==> src/rtl/pc_fetch_unit_pkg.sv <==
// Shared definitions for the PC fetch unit: FSM state codes, PC step and target alignment mask.
package pc_fetch_unit_pkg;

    typedef logic [1:0] fetch_state_t;

    localparam fetch_state_t ST_IDLE  = 2'd0;
    localparam fetch_state_t ST_FETCH = 2'd1;
    localparam fetch_state_t ST_HOLD  = 2'd2;
    localparam fetch_state_t ST_HALT  = 2'd3;

    localparam int unsigned PC_STEP    = 4;
    localparam logic [1:0]  ALIGN_MASK = 2'b11;

endpackage

==> src/rtl/pc_fetch_unit_redirect_reg.sv <==
// Pending redirect holder: remembers an aligned branch/jump target until the next PC update consumes it.
module pc_redirect_reg #(
    parameter int NBITS = 32
) (
    input  logic             clk,
    input  logic             rst_n,
    input  logic             capture,
    input  logic             consume,
    input  logic             discard,
    input  logic [NBITS-1:0] target,
    output logic             pending,
    output logic [NBITS-1:0] pending_target
);

    // A halt drops any redirect; a fresh capture outranks consumption of the older one.
    always_ff @(posedge clk or negedge rst_n) begin
        if (!rst_n) begin
            pending        <= 1'b0;
            pending_target <= '0;
        end else if (discard) begin
            pending <= 1'b0;
        end else if (capture) begin
            pending        <= 1'b1;
            pending_target <= target;
        end else if (consume) begin
            pending <= 1'b0;
        end
    end

endmodule

==> src/rtl/pc_fetch_unit.sv <==
// Instruction fetch PC sequencer with branch/jump redirect, stall hold and halt.
// Define PC_FETCH_DELAY_SLOT_EN for MIPS delay-slot behaviour (default: flush wrong-path instruction).
module pc_fetch_unit
    import pc_fetch_unit_pkg::*;
#(
    parameter int               NBITS    = 32,
    parameter logic [NBITS-1:0] PC_RESET = '0
) (
    input  logic             i_clk,
    input  logic             i_rst_n,
    input  logic             i_start,
    input  logic             i_stall,
    input  logic             i_branch_taken,
    input  logic [NBITS-1:0] i_branch_target,
    input  logic             i_jump,
    input  logic [NBITS-1:0] i_jump_target,
    input  logic             i_halt,
    output logic             o_imem_req,
    output logic [NBITS-1:0] o_imem_addr,
    input  logic             i_imem_ack,
    output logic [NBITS-1:0] o_pc,
    output logic [NBITS-1:0] o_pc4,
    output logic             o_valid,
    output logic             o_flush,
    output logic             o_misalign,
    output logic             o_halted
);

    fetch_state_t     state;
    fetch_state_t     state_next;
    logic [NBITS-1:0] pc;
    logic             active;
    logic             accept;
    logic             advance;
    logic             halt_now;
    logic             redirect_now;
    logic [NBITS-1:0] new_target;
    logic [NBITS-1:0] aligned_target;
    logic             capture;
    logic             pending;
    logic [NBITS-1:0] pending_target;
    logic             use_redirect;
    logic [NBITS-1:0] redirect_target;

    assign active       = (state == ST_FETCH) || (state == ST_HOLD);
    assign halt_now     = active && i_halt;
    assign accept       = (state == ST_FETCH) && i_imem_ack && !i_halt;
    assign advance      = accept && !i_stall;
    assign redirect_now = active && (i_branch_taken || i_jump) && !i_halt;

    // Branch wins over a simultaneous jump.
    assign new_target     = i_branch_taken ? i_branch_target : i_jump_target;
    assign aligned_target = new_target & ~NBITS'(ALIGN_MASK);

`ifdef PC_FETCH_DELAY_SLOT_EN
    assign capture         = redirect_now;
    assign use_redirect    = pending;
    assign redirect_target = pending_target;
    assign o_valid         = accept;
    assign o_flush         = 1'b0;
`else
    // Without a delay slot a redirect applies on the very ack it arrives with.
    assign capture         = redirect_now && !advance;
    assign use_redirect    = pending || redirect_now;
    assign redirect_target = redirect_now ? aligned_target : pending_target;
    assign o_valid         = accept && !use_redirect;
    assign o_flush         = redirect_now;
`endif

    pc_redirect_reg #(
        .NBITS(NBITS)
    ) u_redirect (
        .clk           (i_clk),
        .rst_n         (i_rst_n),
        .capture       (capture),
        .consume       (advance),
        .discard       (halt_now),
        .target        (aligned_target),
        .pending       (pending),
        .pending_target(pending_target)
    );

    always_comb begin
        state_next = state;
        case (state)
            ST_IDLE:  if (i_start) state_next = ST_FETCH;
            ST_FETCH: begin
                if (i_halt)                 state_next = ST_HALT;
                else if (accept && i_stall) state_next = ST_HOLD;
            end
            ST_HOLD: begin
                if (i_halt)       state_next = ST_HALT;
                else if (!i_stall) state_next = ST_FETCH;
            end
            ST_HALT:  state_next = ST_HALT;
            default:  state_next = ST_IDLE;
        endcase
    end

    always_ff @(posedge i_clk or negedge i_rst_n) begin
        if (!i_rst_n) begin
            state <= ST_IDLE;
            pc    <= PC_RESET;
        end else begin
            state <= state_next;
            if (advance) begin
                pc <= use_redirect ? redirect_target : pc + NBITS'(PC_STEP);
            end
        end
    end

    assign o_imem_req  = (state == ST_FETCH) && !i_stall && !i_halt;
    assign o_imem_addr = pc;
    assign o_pc        = pc;
    assign o_pc4       = pc + NBITS'(PC_STEP);
    assign o_misalign  = redirect_now && |(new_target[1:0] & ALIGN_MASK);
    assign o_halted    = (state == ST_HALT);

endmodule

==> config.mk <==
export PLATFORM = sky130hd
export DESIGN_NAME = pc_fetch_unit
export DESIGN_NICKNAME = d
export VERILOG_FILES = /design/src/rtl/pc_fetch_unit_pkg.sv /design/src/rtl/pc_fetch_unit_redirect_reg.sv /design/src/rtl/pc_fetch_unit.sv
export SDC_FILE = /design/constraint.sdc
export NUM_CORES = 1
export LEC_CHECK = 0
export ABC_AREA = 0
export CAP_MARGIN = 20
export CORE_ASPECT_RATIO = 0.5
export CORE_MARGIN = 1
export CORE_UTILIZATION = 41
export DETAILED_ROUTE_END_ITERATION = 8
export PLACE_DENSITY = 0.86
export RECOVER_POWER = 25
export SLEW_MARGIN = 20
export SYNTH_ARGS = -nofsm -noshare
export SYNTH_HDL_FRONTEND = slang
export SYNTH_SLANG_ARGS = --single-unit
==> constraint.sdc <==
create_clock -name i_clk -period 2.2 [get_ports i_clk]
set_input_delay 0.44 -clock i_clk [delete_from_list [all_inputs] [get_ports i_clk]]
set_output_delay 0.44 -clock i_clk [all_outputs]
set_load 0.1 [all_outputs]
Word level (Yosys, flattened, before mapping)
Cells that the tools add are included.
{"block": "word_totals", "reg_bits": 65, "input_bits": 72, "out_inout_bits": 101, "word_cells": 48}
{"block": "op_classes", "addsub": 1, "n_eq_ne": 6, "mux": 12, "n_bitwise": 1, "reduce_logical": 24}
{"operator": "$mux 32", "n": 3}
{"operator": "$add 32x3->32 const B", "n": 1}
{"operator": "$logic_and 1x1->1", "n": 12}
{"operator": "$mux 2", "n": 5}
{"operator": "$pmux 2 s4", "n": 1}
{"operator": "$eq 2x2->1 const B", "n": 2}
{"operator": "$logic_not 1->1", "n": 4}
{"operator": "$logic_or 1x1->1", "n": 3}
{"operator": "$mux 1", "n": 3}
{"operator": "$ne 3x2->1 const B", "n": 1}
{"operator": "$ne 3x3->1 const B", "n": 1}
{"operator": "$reduce_and 3->1", "n": 1}
{"operator": "$reduce_bool 3->1", "n": 1}
{"operator": "$eq 2x1->1 const B", "n": 1}
{"operator": "$logic_not 2->1", "n": 1}
{"operator": "$ne 2x2->1 const B", "n": 1}
{"operator": "$reduce_and 2->1", "n": 1}
{"operator": "$reduce_or 2->1", "n": 1}
{"operator": "$not 1->1", "n": 1}

Depth between registers and ports, before layout
{"block": "logic_depth", "ltp_word": 8, "depth_mapped": 9, "mapped_depth_nobuf": 8}

Modules after synthesis
Synthesis repeated with hierarchy kept, for this count alone.
{"block": "unflattened", "cells_unflattened": 485, "hier_area_um2": 4815.9}
{"mod": "pc_fetch_unit", "instances": 1, "cells_per_inst": 412, "area_each_um2": 3417.0, "seq_area_each_um2": 850.8}
{"mod": "pc_redirect_reg", "instances": 1, "cells_per_inst": 73, "area_each_um2": 1398.8, "seq_area_each_um2": 825.8}

Least setup slack after synthesis
Ideal clock, no wire load.
{"block": "synth_path", "path_type": "reg2out", "start": "register pc[2] (netlist: o_imem_addr[2])", "end": "output o_pc4[28]", "arrival_ps": 3862, "required_time_ps": 1760, "slack_ps": -2102, "path_stages_with_launch": 8, "path_buffers": 1, "cell_sequence": "dfrtp_1 ha_1 nand3_1 nor3_2 and2_1 buf_2 nand3_1 xnor2_1"}
{"block": "synth_between", "elab_chain_len": 1}
{"item": "start: declaration", "line": "pc_fetch_unit.sv:31", "text": "logic [NBITS-1:0] pc;"}
{"item": "start signal: assignment", "line": "pc_fetch_unit.sv:107", "text": "pc <= use_redirect ? redirect_target : pc + NBITS'(PC_STEP);"}
{"item": "$add 32x3->32", "line": "pc_fetch_unit.sv:115", "text": "assign o_pc4 = pc + NBITS'(PC_STEP);"}
{"item": "end: declaration", "line": "pc_fetch_unit.sv:22", "text": "output logic [NBITS-1:0] o_pc4,"}
Every way passes these cells.

Worst setup path after layout
{"block": "layout_path", "start": "register pc[2] (netlist: o_imem_addr[2])", "end": "output o_pc4[31]"}
The elaborated chain is that of the path after synthesis.

==> results.md <==
Yosys:
- Synthesis handed over a netlist of 513 instances.
- The most used flip-flop cell after synthesis is sky130_fd_sc_hd__dfrtp_1.
- The synthesized netlist occupies a cell area of 4490 um2.
- The portion of the post-synthesis area used by sequential elements is 35.1%.
- The register bit count reported by yosys is 63.
- The number of enable flip-flop cells after synthesis is 0.
- Yosys printed 0 warnings.
- A synthesized cell averages 8.76 um2.
- The count of cell types in the netlist is 66.
- In the synthesized netlist the async set-or-reset flop fraction comes to 100%.

Drt:
- The number of design-rule violations left by the first detailed-router iteration is 710.
- The number of nets still failing antenna checks after routing is 0.
- The total routed wirelength is 23.2 mm.
- The detailed router placed 5903 vias in this run.
- The vias per cell is 6.52.
- The first detailed-routing pass ran for 6 iterations.
- Dividing the detail-routed wire length by the instance count gives 25.6 um.
- After detailed routing, the number of remaining DRC violations is 0.

Die:
- Row generation in the floorplan step produced 26 rows.
- In this run the vertical extent of the chip is 76.0 um.
- The boundary pin count is 173.
- The starting density of the core is 43.0%.
- The die is 150 um wide.
- The area enclosed by the die boundary is 11400 um2.
- After floorplanning, the core was sized to cover 10400 um2.

Worst setup path:
- The end point of the critical path is o_pc4[31].
- The worst reg2reg path depth is 9.
- At the worst endpoint, the required time is 1760 ps.
- For the worst setup path, the data arrival time is 2120 ps.
- The class of the most critical setup path is flip-flop to output pin.
- The capturing point of the worst reg2reg path is o_imem_addr[10].
- STA classifies the critical path startpoint as a flip-flop.
- The worst register-to-register path begins at o_imem_addr[2].
- The setup slack of the worst register-to-register path is -260 ps.
- STA classifies the critical path endpoint as an output pin.
- The critical path starts at o_imem_addr[2].
- In this run the worst path has a maximum fanout of 6.

CTS:
- The longest clock path from root to sink contains 2 buffers.
- Clock-pin slew was measured on the worst setup and hold paths at 60 ps.
- The clock sink total is 63.
- The number of clock buffers inserted by TritonCTS is 9.
- The later-pin clock latency in the skew report is 350 ps.
- TritonCTS built the clock tree.
- Clock tree synthesis selected as its root buffer the cell sky130_fd_sc_hd__clkbuf_16.
- The CTS H-tree depth is 3.
- The count of hold buffers inserted by post-cts repair is 0.

Run:
- The tool flagged a number of max-cap violations equal to 0.

STA:
- The number of pins with negative max-slew slack in the final report is 0.
- The worst max-slew margin expressed relative to the limit is 15.8%.
- The post-route minimum period is 2560 ps.
- Derived from the worst setup path, the maximum achievable clock frequency is 391 MHz.
- The final hold violation count is 0.
- The count of endpoints failing setup in the final report is 33.
- On the final layout, the worst clock skew is 8.78 ps.
- The worst path setup slack after routing is -360 ps.
- Dividing the final minimum period by the clock period gives 116%.
- Setup repair after global routing could not meet its margin everywhere.
- For the pin with the worst max-slew slack, the measured transition is 1260 ps.

Finish:
- The area of the multi-input gates is 3280 um2.
- The library cells used most frequently in the layout, excluding fill and tap cells, are 170 x sky130_fd_sc_hd__buf_4, 69 x sky130_fd_sc_hd__clkdlybuf4s50_1, 44 x sky130_fd_sc_hd__buf_12.
- The finished layout holds 906 standard cells, fillers aside.
- The sequential cell area is 1660 um2.
- The number of fillers in the final layout is 508.
- The area added between synthesis and finish is 88.8%.
- Leaving out fill and tap cells, the most frequent cell in the layout is sky130_fd_sc_hd__buf_4.
- The count of nets after finishing is 836.
- The layout cell share with drive strength beyond 1 is 48.3%.

Global route:
- The largest net degree at the start of global routing is 43.
- The number of global-route vias before repair came to 5634.
- The number of antenna violations at the first check in global routing is 2.
- The overall routing resource usage is 36.1%.
- The wire length of the first global-routing pass is 31.1 mm.
- The remaining global-route overflow is 0.

Run status:
- The flow ran to the end, but the final reports show violations.
- The final reports fail on negative setup slack.

Hold path:
- The min-delay analysis places its worst path in the category primary input to async pin.

Placed design:
- The final HPWL from detailed placement is 11.7 mm.
- Including well taps, the total number of placed cells is 836.
- Routability-driven placement finished with a final weighted congestion of 0.897.
- The number of port buffers is 166.
[timing repair]
item | in CTS | in global routing
pin swaps | 27 | 19
resized for setup | 42 | 24
setup endpoints to repair | 28 | 31
buffers inserted | 31 | 24
[final cells by class]
cell class                 instances  area share [%]
multi-input combinational        376            38.6
tap                              140            2.06
clock buffer                      12            2.90
inverter                           8           0.398
antenna                            2          0.0590
timing repair buffer             301            35.8
clock inverter                     4           0.531
sequential                        63            19.6
[metal layers]
metal	up-vias	routed length [um]	GRT usage, %
li1	2308	-	-
met1	2732	7780	43.1
met2	645	10500	59.7
met3	218	2910	9.70
met4	0	1990	18.8
met5	-	0	0
[state kept, by name (all words and copies together), names as in the netlist]
name	flops
state	2
u_redirect.pending	1
u_redirect.pending_target	30
o_imem_addr	30
[cells in the mapped netlist, types with 2 or more instances]
master | number | share of area, %
sky130_fd_sc_hd__xor2_1 | 10 | 1.9
sky130_fd_sc_hd__mux2_2 | 11 | 2.8
sky130_fd_sc_hd__o21ai_1 | 3 | 0.33
sky130_fd_sc_hd__nand2_1 | 37 | 3.1
sky130_fd_sc_hd__nand4_1 | 5 | 0.70
sky130_fd_sc_hd__o311a_1 | 2 | 0.45
sky130_fd_sc_hd__dfrtp_1 | 63 | 35
sky130_fd_sc_hd__o211ai_1 | 4 | 0.67
sky130_fd_sc_hd__xnor2_1 | 18 | 3.5
sky130_fd_sc_hd__clkbuf_1 | 14 | 1.2
sky130_fd_sc_hd__buf_2 | 19 | 2.1
sky130_fd_sc_hd__a21oi_1 | 38 | 4.2
sky130_fd_sc_hd__and4_1 | 3 | 0.58
sky130_fd_sc_hd__o221a_2 | 2 | 0.50
sky130_fd_sc_hd__a41oi_1 | 3 | 0.58
sky130_fd_sc_hd__and2_1 | 2 | 0.28
sky130_fd_sc_hd__a31oi_1 | 14 | 1.9
sky130_fd_sc_hd__o311ai_1 | 3 | 0.58
sky130_fd_sc_hd__o221ai_1 | 2 | 0.39
sky130_fd_sc_hd__a22o_1 | 6 | 1.2
sky130_fd_sc_hd__nor2_1 | 52 | 4.3
sky130_fd_sc_hd__mux2i_1 | 34 | 7.6
sky130_fd_sc_hd__o22ai_1 | 3 | 0.42
sky130_fd_sc_hd__a21o_1 | 4 | 0.67
sky130_fd_sc_hd__and3_1 | 11 | 1.5
sky130_fd_sc_hd__buf_4 | 37 | 6.2
sky130_fd_sc_hd__o41a_1 | 2 | 0.50
sky130_fd_sc_hd__nor3_1 | 4 | 0.45
sky130_fd_sc_hd__nor3_2 | 2 | 0.45
sky130_fd_sc_hd__inv_1 | 7 | 0.58
sky130_fd_sc_hd__nand3_1 | 16 | 1.8
sky130_fd_sc_hd__or3_1 | 5 | 0.70
sky130_fd_sc_hd__a211oi_1 | 3 | 0.50
sky130_fd_sc_hd__ha_1 | 5 | 1.4
sky130_fd_sc_hd__nor4_1 | 4 | 0.56
sky130_fd_sc_hd__o21ai_0 | 34 | 3.8
sky130_fd_sc_hd__a211o_1 | 2 | 0.39
[logic make-up after synthesis]
kind of cell / count (synthesis) / synth area share, %
DFF: 63 / 35.1
AOI/OAI and AO/OA: 136 / 19.3
other: 1 / 0.0834
muxes: 45 / 10.3
buffers and inverters: 79 / 10.2
xor gates and xnor gates: 28 / 5.46
and+or+nand+nor: 156 / 18.1
adders and majority gates: 5 / 1.39
[worst max-delay path, stage by stage, from the launching register on]
cell and delay [ps]:
sky130_fd_sc_hd__dfrtp_4 460, sky130_fd_sc_hd__nand4_4 200, sky130_fd_sc_hd__nor3_4 250, sky130_fd_sc_hd__buf_12 180, sky130_fd_sc_hd__nand4_1 140, sky130_fd_sc_hd__buf_6 180
sky130_fd_sc_hd__xnor2_4 150, sky130_fd_sc_hd__buf_12 190
[how the worst min path moves through the flow]
stage | from | end | slack, ps | cells after the start
final | i_rst_n | u_redirect.pending_target[4] | 350 | 1
after detailed placement | i_rst_n | u_redirect.pending_target[4] | 450 | 1
after CTS | i_rst_n | u_redirect.pending_target[4] | 100 | 1
after floorplan | i_rst_n | o_imem_addr[18] | 140 | 0
after global routing | i_rst_n | u_redirect.pending_target[4] | 440 | 1
after global placement | i_rst_n | state[0] | 440 | 1
[per-stage QoR]
| step | util, % | setup WS [ps] | hold WS [ps] | setup TNS, ps | cell area [um2] |
|---|---|---|---|---|---|
| after floorplan | - | -562 | 144 | -10970 | 5240 |
| after global placement | 72.0 | -51.5 | 442 | -756 | 7520 |
| after detailed placement | 72.0 | -118 | 452 | -2360 | 7520 |
| after CTS | 78.9 | -241 | 96.3 | -4230 | 8230 |
| after global routing | 81.2 | -402 | 436 | -8810 | 8480 |
| final | 81.3 | -360 | 346 | -7300 | 8490 |
Power is not shown: default switching activity piles up to over one toggle a cycle in this logic, so the estimate is an artifact.
